## src/rtl/mem_arbiter.sv

```systemverilog
// Two-port (instruction fetch / data) arbiter onto a single memory command port.
// Round-robin on ties, one access in flight, all outputs registered.
module mem_arbiter #(
  parameter int unsigned CNT_W = 16
) (
  input  logic             clk,
  input  logic             rst,
  input  logic             if_req,
  input  logic [31:0]      if_addr,
  output logic             if_ack,
  output logic [31:0]      if_rdata,
  input  logic             dm_req,
  input  logic [2:0]       dm_rd_ctrl,
  input  logic [1:0]       dm_wr_ctrl,
  input  logic [31:0]      dm_addr,
  input  logic [31:0]      dm_din,
  output logic             dm_ack,
  output logic             dm_err,
  output logic [31:0]      dm_dout,
  output logic             m_en,
  output logic [31:0]      m_addr,
  output logic [2:0]       m_rd_ctrl,
  output logic [1:0]       m_wr_ctrl,
  output logic [31:0]      m_wdata,
  input  logic [31:0]      m_rdata,
  output logic [CNT_W-1:0] if_cnt,
  output logic [CNT_W-1:0] dm_cnt
);

  localparam logic [2:0] RD_NONE = 3'b000;
  localparam logic [2:0] RD_LH   = 3'b011;
  localparam logic [2:0] RD_LHU  = 3'b100;
  localparam logic [2:0] RD_LW   = 3'b101;
  localparam logic [1:0] WR_NONE = 2'b00;
  localparam logic [1:0] WR_SH   = 2'b10;
  localparam logic [1:0] WR_SW   = 2'b11;

  typedef enum logic [1:0] {IDLE, ISSUE, RESP} state_t;

  state_t             state_q, state_d;
  logic               last_dm_q, last_dm_d;
  logic               sel_dm_q, sel_dm_d;
  logic               if_ack_q, if_ack_d;
  logic [31:0]        if_rdata_q, if_rdata_d;
  logic               dm_ack_q, dm_ack_d;
  logic               dm_err_q, dm_err_d;
  logic [31:0]        dm_dout_q, dm_dout_d;
  logic               m_en_q, m_en_d;
  logic [31:0]        m_addr_q, m_addr_d;
  logic [2:0]         m_rd_ctrl_q, m_rd_ctrl_d;
  logic [1:0]         m_wr_ctrl_q, m_wr_ctrl_d;
  logic [31:0]        m_wdata_q, m_wdata_d;
  logic [CNT_W-1:0]   if_cnt_q, if_cnt_d;
  logic [CNT_W-1:0]   dm_cnt_q, dm_cnt_d;

  logic dm_bad, dm_noop, grant_dm;

  // Data command legality, evaluated on the live inputs in IDLE
  always_comb begin
    dm_noop = (dm_rd_ctrl == RD_NONE) && (dm_wr_ctrl == WR_NONE);
    dm_bad  = (dm_rd_ctrl[2:1] == 2'b11)
            || ((dm_rd_ctrl != RD_NONE) && (dm_wr_ctrl != WR_NONE))
            || (((dm_rd_ctrl == RD_LW) || (dm_wr_ctrl == WR_SW)) && (dm_addr[1:0] != 2'b00))
            || (((dm_rd_ctrl == RD_LH) || (dm_rd_ctrl == RD_LHU) || (dm_wr_ctrl == WR_SH))
                && dm_addr[0]);
  end

  always_comb begin
    state_d     = state_q;
    last_dm_d   = last_dm_q;
    sel_dm_d    = sel_dm_q;
    if_ack_d    = 1'b0;
    if_rdata_d  = if_rdata_q;
    dm_ack_d    = 1'b0;
    dm_err_d    = 1'b0;
    dm_dout_d   = dm_dout_q;
    m_en_d      = 1'b0;
    m_addr_d    = 32'h0;
    m_rd_ctrl_d = RD_NONE;
    m_wr_ctrl_d = WR_NONE;
    m_wdata_d   = 32'h0;
    if_cnt_d    = if_cnt_q;
    dm_cnt_d    = dm_cnt_q;
    grant_dm    = 1'b0;

    case (state_q)
      IDLE: begin
        if (if_req || dm_req) begin
          grant_dm  = dm_req && (!if_req || !last_dm_q);
          last_dm_d = grant_dm;
          sel_dm_d  = grant_dm;
          if (!grant_dm) begin
            state_d     = ISSUE;
            m_en_d      = 1'b1;
            m_addr_d    = if_addr;
            m_rd_ctrl_d = RD_LW;
          end else if (dm_bad || dm_noop) begin
            // Nothing reaches memory; answer directly
            state_d   = RESP;
            dm_ack_d  = 1'b1;
            dm_err_d  = dm_bad;
            dm_dout_d = 32'h0;
            dm_cnt_d  = dm_cnt_q + CNT_W'(1);
          end else begin
            state_d     = ISSUE;
            m_en_d      = 1'b1;
            m_addr_d    = dm_addr;
            m_rd_ctrl_d = dm_rd_ctrl;
            m_wr_ctrl_d = dm_wr_ctrl;
            m_wdata_d   = dm_din;
          end
        end
      end
      ISSUE: begin
        state_d = RESP;
        if (sel_dm_q) begin
          dm_ack_d  = 1'b1;
          dm_dout_d = m_rdata;
          dm_cnt_d  = dm_cnt_q + CNT_W'(1);
        end else begin
          if_ack_d   = 1'b1;
          if_rdata_d = m_rdata;
          if_cnt_d   = if_cnt_q + CNT_W'(1);
        end
      end
      RESP: begin
        state_d = IDLE;
      end
      default: begin
        state_d = IDLE;
      end
    endcase
  end

  always_ff @(posedge clk) begin
    if (rst) begin
      state_q     <= IDLE;
      last_dm_q   <= 1'b0;
      sel_dm_q    <= 1'b0;
      if_ack_q    <= 1'b0;
      if_rdata_q  <= 32'h0;
      dm_ack_q    <= 1'b0;
      dm_err_q    <= 1'b0;
      dm_dout_q   <= 32'h0;
      m_en_q      <= 1'b0;
      m_addr_q    <= 32'h0;
      m_rd_ctrl_q <= RD_NONE;
      m_wr_ctrl_q <= WR_NONE;
      m_wdata_q   <= 32'h0;
      if_cnt_q    <= '0;
      dm_cnt_q    <= '0;
    end else begin
      state_q     <= state_d;
      last_dm_q   <= last_dm_d;
      sel_dm_q    <= sel_dm_d;
      if_ack_q    <= if_ack_d;
      if_rdata_q  <= if_rdata_d;
      dm_ack_q    <= dm_ack_d;
      dm_err_q    <= dm_err_d;
      dm_dout_q   <= dm_dout_d;
      m_en_q      <= m_en_d;
      m_addr_q    <= m_addr_d;
      m_rd_ctrl_q <= m_rd_ctrl_d;
      m_wr_ctrl_q <= m_wr_ctrl_d;
      m_wdata_q   <= m_wdata_d;
      if_cnt_q    <= if_cnt_d;
      dm_cnt_q    <= dm_cnt_d;
    end
  end

  assign if_ack    = if_ack_q;
  assign if_rdata  = if_rdata_q;
  assign dm_ack    = dm_ack_q;
  assign dm_err    = dm_err_q;
  assign dm_dout   = dm_dout_q;
  assign m_en      = m_en_q;
  assign m_addr    = m_addr_q;
  assign m_rd_ctrl = m_rd_ctrl_q;
  assign m_wr_ctrl = m_wr_ctrl_q;
  assign m_wdata   = m_wdata_q;
  assign if_cnt    = if_cnt_q;
  assign dm_cnt    = dm_cnt_q;

endmodule

```

## config.mk

```make
export PLATFORM = sky130hd
export DESIGN_NAME = mem_arbiter
export DESIGN_NICKNAME = d
export VERILOG_FILES = /design/src/rtl/mem_arbiter.sv
export SDC_FILE = /design/constraint.sdc
export NUM_CORES = 1
export LEC_CHECK = 0
export ABC_CLOCK_PERIOD_IN_PS = 3900
export CAP_MARGIN = 20
export CORE_MARGIN = 1
export CORE_UTILIZATION = 44
export CTS_CLUSTER_DIAMETER = 40
export DETAILED_ROUTE_END_ITERATION = 8
export PLACE_DENSITY_LB_ADDON = 0.3
export SETUP_SLACK_MARGIN = 0.1
export SYNTH_ARGS = -nofsm -noshare
export SYNTH_HDL_FRONTEND = slang
export SYNTH_SLANG_ARGS = --single-unit
export TNS_END_PERCENT = 50
```

## constraint.sdc

```tcl
create_clock -name clk -period 3.9 [get_ports clk]
set_input_delay 0.975 -clock clk [delete_from_list [all_inputs] [get_ports clk]]
set_output_delay 0.975 -clock clk [all_outputs]
set_load 0.02 [all_outputs]
```

Yosys cells after proc, flatten, opt, wreduce, memory -nomap -nowiden
Cells that the tools add are included.
{"block": "word_totals", "ff_bits": 172, "in_bits": 137, "output_inout_bits": 169}
{"block": "classes", "n_addsub": 2, "eq_ne": 11, "mux": 26, "bitwise_logic": 6, "n_reduce_logical": 30}
{"operator": "$mux W32", "count": 6}
{"operator": "$mux W16", "count": 4}
{"operator": "$pmux W32 S2", "count": 1}
{"operator": "$add A16 B1 Y16 const B", "count": 2}
{"operator": "$pmux W16 S2", "count": 1}
{"operator": "$reduce_or A5 Y1", "count": 2}
{"operator": "$logic_or A1 B1 Y1", "count": 9}
{"operator": "$ne A2 B2 Y1 const B", "count": 4}
{"operator": "$mux W1", "count": 7}
{"operator": "$eq A2 B2 Y1 const B", "count": 3}
{"operator": "$eq A3 B3 Y1 const B", "count": 2}
{"operator": "$mux W2", "count": 3}
{"operator": "$mux W3", "count": 2}
{"operator": "$not A1 Y1", "count": 6}
{"operator": "$reduce_bool A2 Y1", "count": 3}
{"operator": "$logic_and A1 B1 Y1", "count": 5}
{"operator": "$reduce_and A5 Y1", "count": 1}
{"operator": "$logic_not A2 Y1", "count": 2}
{"operator": "$pmux W2 S2", "count": 1}
{"operator": "$reduce_and A2 Y1", "count": 2}
{"operator": "$eq A3 B2 Y1 const B", "count": 1}
{"operator": "$logic_not A3 Y1", "count": 1}
{"operator": "$reduce_bool A3 Y1", "count": 1}
{"operator": "$reduce_or A3 Y1", "count": 1}
{"operator": "other kinds (4)", "count": 5}

Logic depth before layout (Yosys ltp)
Gate-level depths: netlist of the first run.
{"block": "depth", "word_depth": 10, "depth_mapped": 7}

Worst setup path before layout of the first run
OpenSTA, ideal clock, no wires.
{"block": "synth_timing", "path_type": "input to register", "startpoint": "in dm_req", "endpoint": "reg dm_cnt_q[8] (netlist: dm_cnt[8])", "setup_time_ns": 0.121, "arrival_ns": 2.299, "t_required_ns": 3.779, "path_slack_ns": 1.481, "stages": 6, "cell_sequence": "a21bo_2 buf_2 nor4_2 nand2_1 a21oi_1 mux2_2"}
{"block": "synth_via", "elab_chain_cells": 3}
{"item": "start, declared", "line_no": "12", "source": "input logic dm_req,"}
{"item": "$logic_and A1 B1 Y1 / $logic_or A1 B1 Y1 (equally long branches)", "line_no": "89, 88"}
{"item": "$ne A2 B2 Y1 (no source line)"}
{"item": "$reduce_and A5 Y1 (no source line) (*)"}
{"item": "end signal, assigned", "line_no": "167", "source": "dm_cnt_q <= dm_cnt_d;"}
{"item": "end, declared", "line_no": "54", "source": "logic [CNT_W-1:0] dm_cnt_q, dm_cnt_d;"}
Every way passes the cells marked *; elsewhere a longest branch is shown, timed or not.
A chain may end at the register's enable or synchronous reset.

Final worst setup path of the first run
{"block": "layout_timing", "startpoint": "in dm_req", "endpoint": "reg dm_dout_q[13] (netlist: dm_dout[13])"}
{"block": "layout_via", "elab_chain_cells": 3}
{"item": "$logic_and A1 B1 Y1 / $logic_or A1 B1 Y1 (equally long branches)", "line_no": "89, 88"}
{"item": "$ne A2 B2 Y1 (no source line)"}
{"item": "$reduce_and A5 Y1 (no source line) (*)"}
{"item": "end signal, assigned", "line_no": "160", "source": "dm_dout_q <= dm_dout_d;"}
{"item": "end, declared", "line_no": "47", "source": "logic [31:0] dm_dout_q, dm_dout_d;"}
Marked as above.

==> results of run 1 <==
[cell families after synthesis]
family | after synthesis
and+or+nand+nor | 291
AOI/OAI and AO/OA | 173
DFF | 172
buffers and inverters | 63
muxes | 13
xor gates and xnor gates | 11
adders and majority gates | 2
[final cells by class]
type                       instances  area [µm²]  area share (%)
sequential                       172        3440            33.9
clock inverter                    10         138            1.35
clock buffer                      21         480            4.73
timing repair buffer             318        3150            31.0
multi-input combinational        490        2700            26.5
inverter                           9        33.8           0.332
tap                              180         225            2.22
[cell usage in the layout, fill, tap and decap left out, types with 5 or more instances in the layout]
cell type / Yosys / layout
inv_1: 9 / 9
clkbuf_16: 0 / 17
o21ai_0: 9 / 9
a22oi_1: 13 / 13
nand4_1: 7 / 7
mux2_2: 13 / 13
nor3_1: 8 / 8
nand3_1: 42 / 42
and2_1: 37 / 37
nor2_1: 49 / 49
a21oi_1: 106 / 106
clkdlybuf4s50_1: 0 / 304
nand2_1: 118 / 118
dfxtp_1: 172 / 172
or3_1: 5 / 5
nor2b_1: 12 / 11
xnor2_1: 6 / 6
buf_4: 4 / 14
o211ai_1: 32 / 32
[worst paths after layout]
path,start,end,slack [ps]
worst max register to register,sel_dm_q,dm_cnt[8],1500
worst min-delay path,if_rdata[14],if_rdata[14],450
worst max-delay path,dm_req,dm_dout[13],1080
worst min register to register,if_rdata[14],if_rdata[14],450
[stage by stage]
stage | setup WS [ps] | power, W
global route | 962 | 0.00434
global placement | 710 | 0.00246
detailed placement | 699 | 0.00247
CTS | 1130 | 0.00422
finish | 1080 | 0.00419
floorplan | 1480 | 0.00215
[registers in the layout, indices dropped and copies added, names as in the netlist]
signal and count:
m_addr 32, if_rdata 32, dm_cnt 16, m_rd_ctrl 3, dm_ack 1, dm_err 1
if_ack 1, m_en 1, dm_dout 32, m_wr_ctrl 2, state_q 2, m_wdata 32
if_cnt 16, sel_dm_q 1
[where the power goes]
part	switching, W	total [W]	internal (W)	leakage (nW)
Combinational	0.000307	0.000587	0.000279	1.94
Sequential	0.0000308	0.00185	0.00182	1.39
Clock	0.000684	0.00176	0.00107	0.301
[worst register-to-register path, stage by stage (launching register included)]
cell,delay (ps)
dfxtp_1,410
buf_4,400
nand2_1,580
a2bb2oi_2,360
a21oi_1,200
mux2_2,340
[metal layers]
metal	share of wire [%]	up-vias	global-route usage, %
li1	-	3035	-
met1	40	2905	31.3
met2	50	238	44.1
met3	7.1	33	7.95
met4	2.1	0	10.8
met5	0	-	0
==> metrics.txt, run 1 <==
# DRC 0; cts bufs inserted 17; Mapped Nets 864; Setup Crit Path Kind input pin to flop; final hold violation count 0; max cap viols 0; Setup crit start kind input pin; CTS Buffer Depth 2; post-synthesis compound-gate area fraction 16.1%; crit-path cells clkdlybuf4s50_1 -> a21bo_2 -> nor3_1 -> o21a_1 -> buf_4 -> o211ai_1 -> a21oi_1; syn avg cell area 8.82 µm²; Synth Area in Simple Gates 21.6%; Layout Utilization 72.4%; layout cells sized above 1 6.76%; Die Ht 123 µm; hold_buf cts 0; first-pass detailed-route iteration total 4; Placed Area 9550 µm²; flops & latches, synth 172; most frequent cells after synthesis dfxtp_1, nand2_1, a21oi_1; setup repair after global routing missed its margin false; vias in the first global route 5875; GR Util All Layers 26.4%; Buffers on Ports 305; slew of the pin with the lowest slew margin 917 ps; drt total wl 19800 µm; Buf/Inv on CP 2; crit-path leading delay family compound AO/OA/AOI/OAI gates; gp weighted congestion 0.813; critical path depth 7; htree depth 4; Initial DRC Count 473; placed cells 1169; hold path cells 2; Yosys top cell area share 53.8%; main combinational cell family by area after synthesis simple AND/OR/NAND/NOR gates; ys flop type dfxtp_1; critical path capture point type flop; Hold Slack 452 ps; Critical Path AT 3160 ps; Slowest-stage cell, CP clkdlybuf4s50_1; Worst Reg-to-Reg Cells 5; Adder-Cell Fraction of Synth Area 0.391%; CTS tree yes; setup_tns 0 ps; first-pass GRT wire length 30400 µm; Fill cells 1080; Period minus WS final 2820 ps; Final #Nets 1147; endpoints failing setup 0; largest net degree at the start of global routing 89; site row count 43; ranking of synthesized cells by area dfxtp_1, a21oi_1, nand2_1; Synthesis Warnings 0; Pins Over Slew Limit 0; vias per cell 5.18; num ports 306; multiplexer share of the synthesized area 2.29%; cts repair resizes 0; post-synthesis cell count 725; post-synthesis sequential area ratio 53.8%; Die Outline Area 15000 µm²; die extent in x 123 µm; Achievable Freq 354 MHz; xor/xnor share of the synthesized area 1.62%; clock transition at the registers of the reported paths 60 ps; largest area contributor in the netlist dfxtp_1; clock skew 5.68 ps; wire per inst 16.5 µm; Distinct cells, synth 43; number of synthesized flops with an enable pin 0; Pleak 3.63 nW; outcome finished, final reports clean; Initial Util 45.5%; crit path max fanout 33; DPL Wire Length 13900 µm; Core Footprint 14000 µm²; worst min-delay path class flop to flop; clock sink count 172; PD cells 412 nW/µm²; worst vdd ir 0.257 mV; initial antenna violation count 0; CP max stage delay 530 ps; Finished Layout Cells 1200; top-count cell post-synth dfxtp_1; Final Cycle Share 72.4%; Root Buffer clkbuf_16; post-route ant nets 0; via count 6211; Layout area overhead 59.0%; Final Cell Area 10200 µm²; Slew HR 38.9%; WP data required 4240 ps; total gr overflow 0; clk_lat worst skew 420 ps; post-CTS setup buffers 0; n_diodes 0; ys async rst share 0%; area of the mapped netlist 6390 µm²
Power figures use the tool's default switching activity.
==> run 2: changes to the inputs <==
- ABC_CLOCK_PERIOD_IN_PS: 3900 -> 2900
- CORE_UTILIZATION: 44 -> 41
- clock period: 3.9 -> 2.9 ns (I/O delays scaled with it)
==> metrics.txt, run 2 (synthesis results as in run 1) <==
Worst Setup SP dm_rd_ctrl[0]; Final Cycle Share 82.6%; cts repair resizes 0 (unchanged); post-CTS setup buffers 0 (unchanged); htree depth 4 (unchanged); Critical Path AT 2730 ps (-430 ps); critical path capture point type flop; clock transition at the registers of the reported paths 60 ps (about the same); clk_lat worst skew 430 ps (about the same); Hold Slack 451 ps (-0.962 ps); gp weighted congestion 0.821 (+0.96%); vias in the first global route 5766 (-1.9%); CTS Buffer Depth 2 (unchanged); endpoints failing setup 0 (unchanged); hold path start if_rdata[14]; outcome finished, final reports clean; layout cells sized above 1 6.37% (-0.39 points); n_diodes 0 (unchanged); Period minus WS final 2400 ps; Buffers on Ports 305 (unchanged); most frequent cells in the layout clkdlybuf4s50_1, dfxtp_1, nand2_1, a21oi_1, nor2_1; vias per cell 5.13 (-0.97%); PD cells 534 nW/µm² (+30%); initial antenna violation count 0 (unchanged); wire per inst 16.0 µm (-2.9%); clock skew 10.2 ps (+4.54 ps); DPL Wire Length 13600 µm (-2.2%); first-pass detailed-route iteration total 4 (unchanged); setup_tns 0 ps (unchanged); Die Ht 127 µm (+3.5%); first-pass GRT wire length 30000 µm (-1.2%); worst vdd ir 0.416 mV (+62%); Final #Nets 1149 (+0.17%); worst min-delay path class flop to flop; Layout area overhead 58.7%; final hold violation count 0 (unchanged); die extent in x 127 µm (+3.5%); Setup crit start kind input pin; largest net degree at the start of global routing 63 (-29%); CTS tree yes; hold_buf cts 0 (unchanged); dpl ws 95.8 ps (-603 ps); Achievable Freq 417 MHz; Root Buffer clkbuf_16; cts bufs inserted 17 (unchanged); drt total wl 19300 µm (-2.2%); Core Footprint 15200 µm² (+8.3%); setup repair after global routing missed its margin false; slew of the pin with the lowest slew margin 634 ps (-283 ps); Finished Layout Cells 1208 (+0.67%); num ports 306 (unchanged); commonest non-fill, non-tap cell in the layout clkdlybuf4s50_1; post-route ant nets 0 (unchanged); site row count 45 (+4.7%); Final WS setup 504 ps (-572 ps); clock sink count 172 (unchanged); via count 6192 (-0.31%); Initial DRC Count 318 (-33%); Pins Over Slew Limit 0 (unchanged); total gr overflow 0 (unchanged); Critical R2R Launch sel_dm_q; Setup Crit Path Kind input pin to flop; Initial Util 42.1% (-3.5 points); Pleak 3.61 nW (-0.69%); Die Outline Area 16100 µm² (+7.2%); GR Util All Layers 24.1% (-2.3 points); WP data required 3240 ps (-1000 ps); placed cells 1179 (+0.86%); Slew HR 57.8% (+19 points); # DRC 0 (unchanged); max cap viols 0 (unchanged); crit path max fanout 35 (+6.1%)
==> run 2: critical path, stage by stage <==
cell and delay (ps):
clkdlybuf4s50_1 500, a211oi_1 290, o22ai_2 220, o21ai_4 270, buf_4 400, a21boi_0 150
nor3_1 160
==> run 2: final timing paths <==
kind                            cells past startpoint            to  slack, ps
worst max register to register                      5     dm_cnt[6]        810
worst max-delay path                                7     dm_cnt[0]        500
worst min register to register                      2  if_rdata[14]        450
worst min-delay path                                2  if_rdata[14]        450
==> run 2: where the power goes <==
group	internal, W	switching (W)	leakage [nW]
Combinational	0.000385	0.000406	1.96
Sequential	0.00244	0.0000465	1.39
Clock	0.00125	0.000889	0.255
==> run 2: cell type report <==
type / instances / area, µm²
Tap cell: 188 / 235
Multi-Input combinational cell: 490 / 2700
Sequential cell: 172 / 3440
Inverter: 9 / 33.8
Fill cell: 1245 / 5050
Clock buffer: 21 / 440
Timing Repair Buffer: 320 / 3200
Clock inverter: 8 / 97.6
==> run 2: stage by stage <==
step	area (µm²)	total power (W)	utilization, %
global placement	9610	0.00332	63.2
finish	10100	0.00542	66.8
global route	10100	0.00563	66.8
detailed placement	9610	0.00333	63.2
CTS	10100	0.00546	66.8
floorplan	6390	0.00289	-
==> run 2: per-layer routing <==
metal | part of all wire (%) | wire [µm] | track usage (%) | up-vias
met2 | 50 | 9580 | 40.4 | 216
met1 | 42 | 8090 | 28.8 | 2915
met4 | 2.1 | 400 | 9.38 | 0
li1 | - | - | - | 3033
met5 | 0 | 0 | 0 | -
met3 | 6.5 | 1250 | 7.34 | 28
==> run 3: changes to the inputs <==
- ABC_CLOCK_PERIOD_IN_PS: 2900 -> 2200
- CORE_UTILIZATION: 41 -> 37
- clock period: 2.9 -> 2.2 ns (I/O delays scaled with it)
==> metrics.txt, run 3 (synthesis results as in run 1) <==
Crit Reg-Reg Endpoint dm_cnt[12]; Flop pwr share 45.3% (-0.6 points); hold path start if_rdata[30]; Register Area 3440 µm² (unchanged); wire per inst 16.2 µm (+1.3%); Slew HR 63.3% (+5.6 points); Final WS setup 107 ps (-397 ps); via count 6306 (+1.8%); Hold EP if_rdata[30]; first-pass detailed-route iteration total 4 (unchanged); final hold violation count 0 (unchanged); GR Util All Layers 22.9% (-1.2 points); total gr overflow 0 (unchanged); clk_lat worst skew 420 ps (about the same); worst vdd ir 0.548 mV (+32%); slew of the pin with the lowest slew margin 545 ps (-88.5 ps); largest net degree at the start of global routing 114 (+81%); Worst Reg-to-Reg Cells 6 (+1); worst min-delay path class flop to flop; Root Buffer clkbuf_16; Period minus WS final 2090 ps; critical path capture point type output pin; Setup Crit Path Kind flop to output pin; placed cells 1236 (+4.8%); crit-path leading delay family buffers and inverters; PD cells 683 nW/µm² (+28%); Final Cycle Share 95.1%; Layout area overhead 65.3%; drt total wl 20600 µm (+6.8%); cts bufs inserted 17 (unchanged); gp weighted congestion 0.832 (+1.4%); # DRC 0 (unchanged); clock skew 8.52 ps (-1.70 ps); die extent in x 133 µm (+5.2%); Gate power share 15.7% (+1.1 points); Die Ht 133 µm (+5.2%); dpl ws -374 ps (-470 ps); vias per cell 4.95 (-3.4%); Multi-input gate area 2770 µm² (+2.6%); layout cells sized above 1 10.4% (+4.0 points); outcome finished, final reports clean; Final #Nets 1178 (+2.5%); Setup crit start kind flop; site row count 47 (+4.4%); CTS tree yes; Pleak 3.88 nW (+7.5%); Die Outline Area 17800 µm² (+11%); Critical Path AT 1540 ps (-1190 ps); post-route ant nets 0 (unchanged); num ports 306 (unchanged); hold path cells 2 (unchanged); Critical R2R Launch dm_cnt[0]; max cap viols 0 (unchanged); Fill cells 1416 (+14%); Reg2Reg Setup Slack 190 ps (-620 ps); vias in the first global route 5954 (+3.3%); Achievable Freq 478 MHz; Buf/Inv on CP 1 (-1); Buffers on Ports 305 (unchanged); initial antenna violation count 2 (+2); endpoints failing setup 0 (unchanged); setup repair after global routing missed its margin true; crit path max fanout 6 (-83%); CP max stage delay 670 ps (+170 ps); WP data required 1650 ps (-1590 ps); Power Total 0.00722 W (+33%); Slowest-stage cell, CP clkdlybuf4s50_1; crit-path cells clkdlybuf4s50_1; most frequent cells in the layout clkdlybuf4s50_1, dfxtp_1, nand2_1, a21oi_1, nor2_1; clock sink count 172 (unchanged); CTS Buffer Depth 2 (unchanged); DPL Wire Length 14800 µm (+8.9%); Initial DRC Count 283 (-11%); Finished Layout Cells 1274 (+5.5%); Sw Pwr 0.00194 W (+45%); commonest non-fill, non-tap cell in the layout clkdlybuf4s50_1; first-pass GRT wire length 31600 µm (+5.4%); Core Footprint 16700 µm² (+9.9%); switch share 26.9% (+2.1 points); Clock power frac 39.0% (-0.4 points); Pint 0.00528 W (+30%); Pins Over Slew Limit 0 (unchanged); Initial Util 38.3% (-3.8 points); clock transition at the registers of the reported paths 70 ps (about the same); htree depth 4 (unchanged)
-- run 3: changes by cell type in the layout (fill, tap and decap cells not counted), moves of 3 or more --
cell / previous run / this run
inv_6: 0 / 6
buf_6: 0 / 4
clkdlybuf4s50_1: 304 / 294
dlymetal6s2s_1: 0 / 8
buf_4: 13 / 33
buf_12: 3 / 6
clkbuf_1: 4 / 1
-- run 3: timing repair --
item	4_1_cts	5_1_grt
pin swaps	1	5
endpoints found under the setup margin	18	106
cloned	1	2
resized for setup	2	23
hold buffers	0	0
setup buffers	0	1
-- run 3: area by class of cell --
type	instances	area share (%)
Clock buffer	19	4.19
Multi-Input combinational cell	491	26.2
Antenna cell	2	0.0473
Clock inverter	13	0.994
Timing Repair Buffer	348	33.1
Inverter	9	0.319
Tap cell	220	2.60
Sequential cell	172	32.6
-- run 3: metrics by stage --
| step | setup TNS, ps | area, µm² | hold WS [ps] | utilization [%] |
|---|---|---|---|---|
| floorplan | 0 | 6390 | 535 | - |
| global placement | -27020 | 9860 | 442 | 59.1 |
| detailed placement | -32650 | 9860 | 446 | 59.1 |
| CTS | 0 | 10400 | 455 | 62.4 |
| global route | 0 | 10600 | 468 | 63.3 |
| finish | 0 | 10600 | 454 | 63.3 |
-- run 3: power groups by stage --
stage          Combinational [W]  Sequential (W)  Clock (W)
2_1_floorplan           0.000355         0.00346          0
3_3_place_gp             0.00110         0.00334          0
3_5_place_dp             0.00111         0.00334          0
4_1_cts                  0.00112         0.00327    0.00287
5_1_grt                  0.00121         0.00328    0.00302
6_report                 0.00113         0.00327    0.00282
-- run 3: per-layer routing --
metal / global-route usage (%) / up-vias / wire length (µm)
met4: 9.34 / 0 / 500
met3: 8.52 / 26 / 1800
li1: - / 3101 / -
met5: 0 / - / 0
met1: 25.9 / 2918 / 8110
met2: 38.9 / 261 / 10200
-- run 3: worst max-delay path by stage --
stage / startpoint / endpoint / slack [ps] / cells after the start
finish: dm_cnt[3] / dm_cnt[3] / 110 / 1
global route: dm_cnt[0] / dm_cnt[12] / 40 / 6
CTS: dm_rd_ctrl[0] / dm_cnt[12] / 90 / 7
detailed placement: dm_rd_ctrl[0] / dm_cnt[0] / -370 / 8
global placement: dm_rd_ctrl[1] / dm_dout[26] / -280 / 7
floorplan: dm_req / dm_cnt[8] / 210 / 6
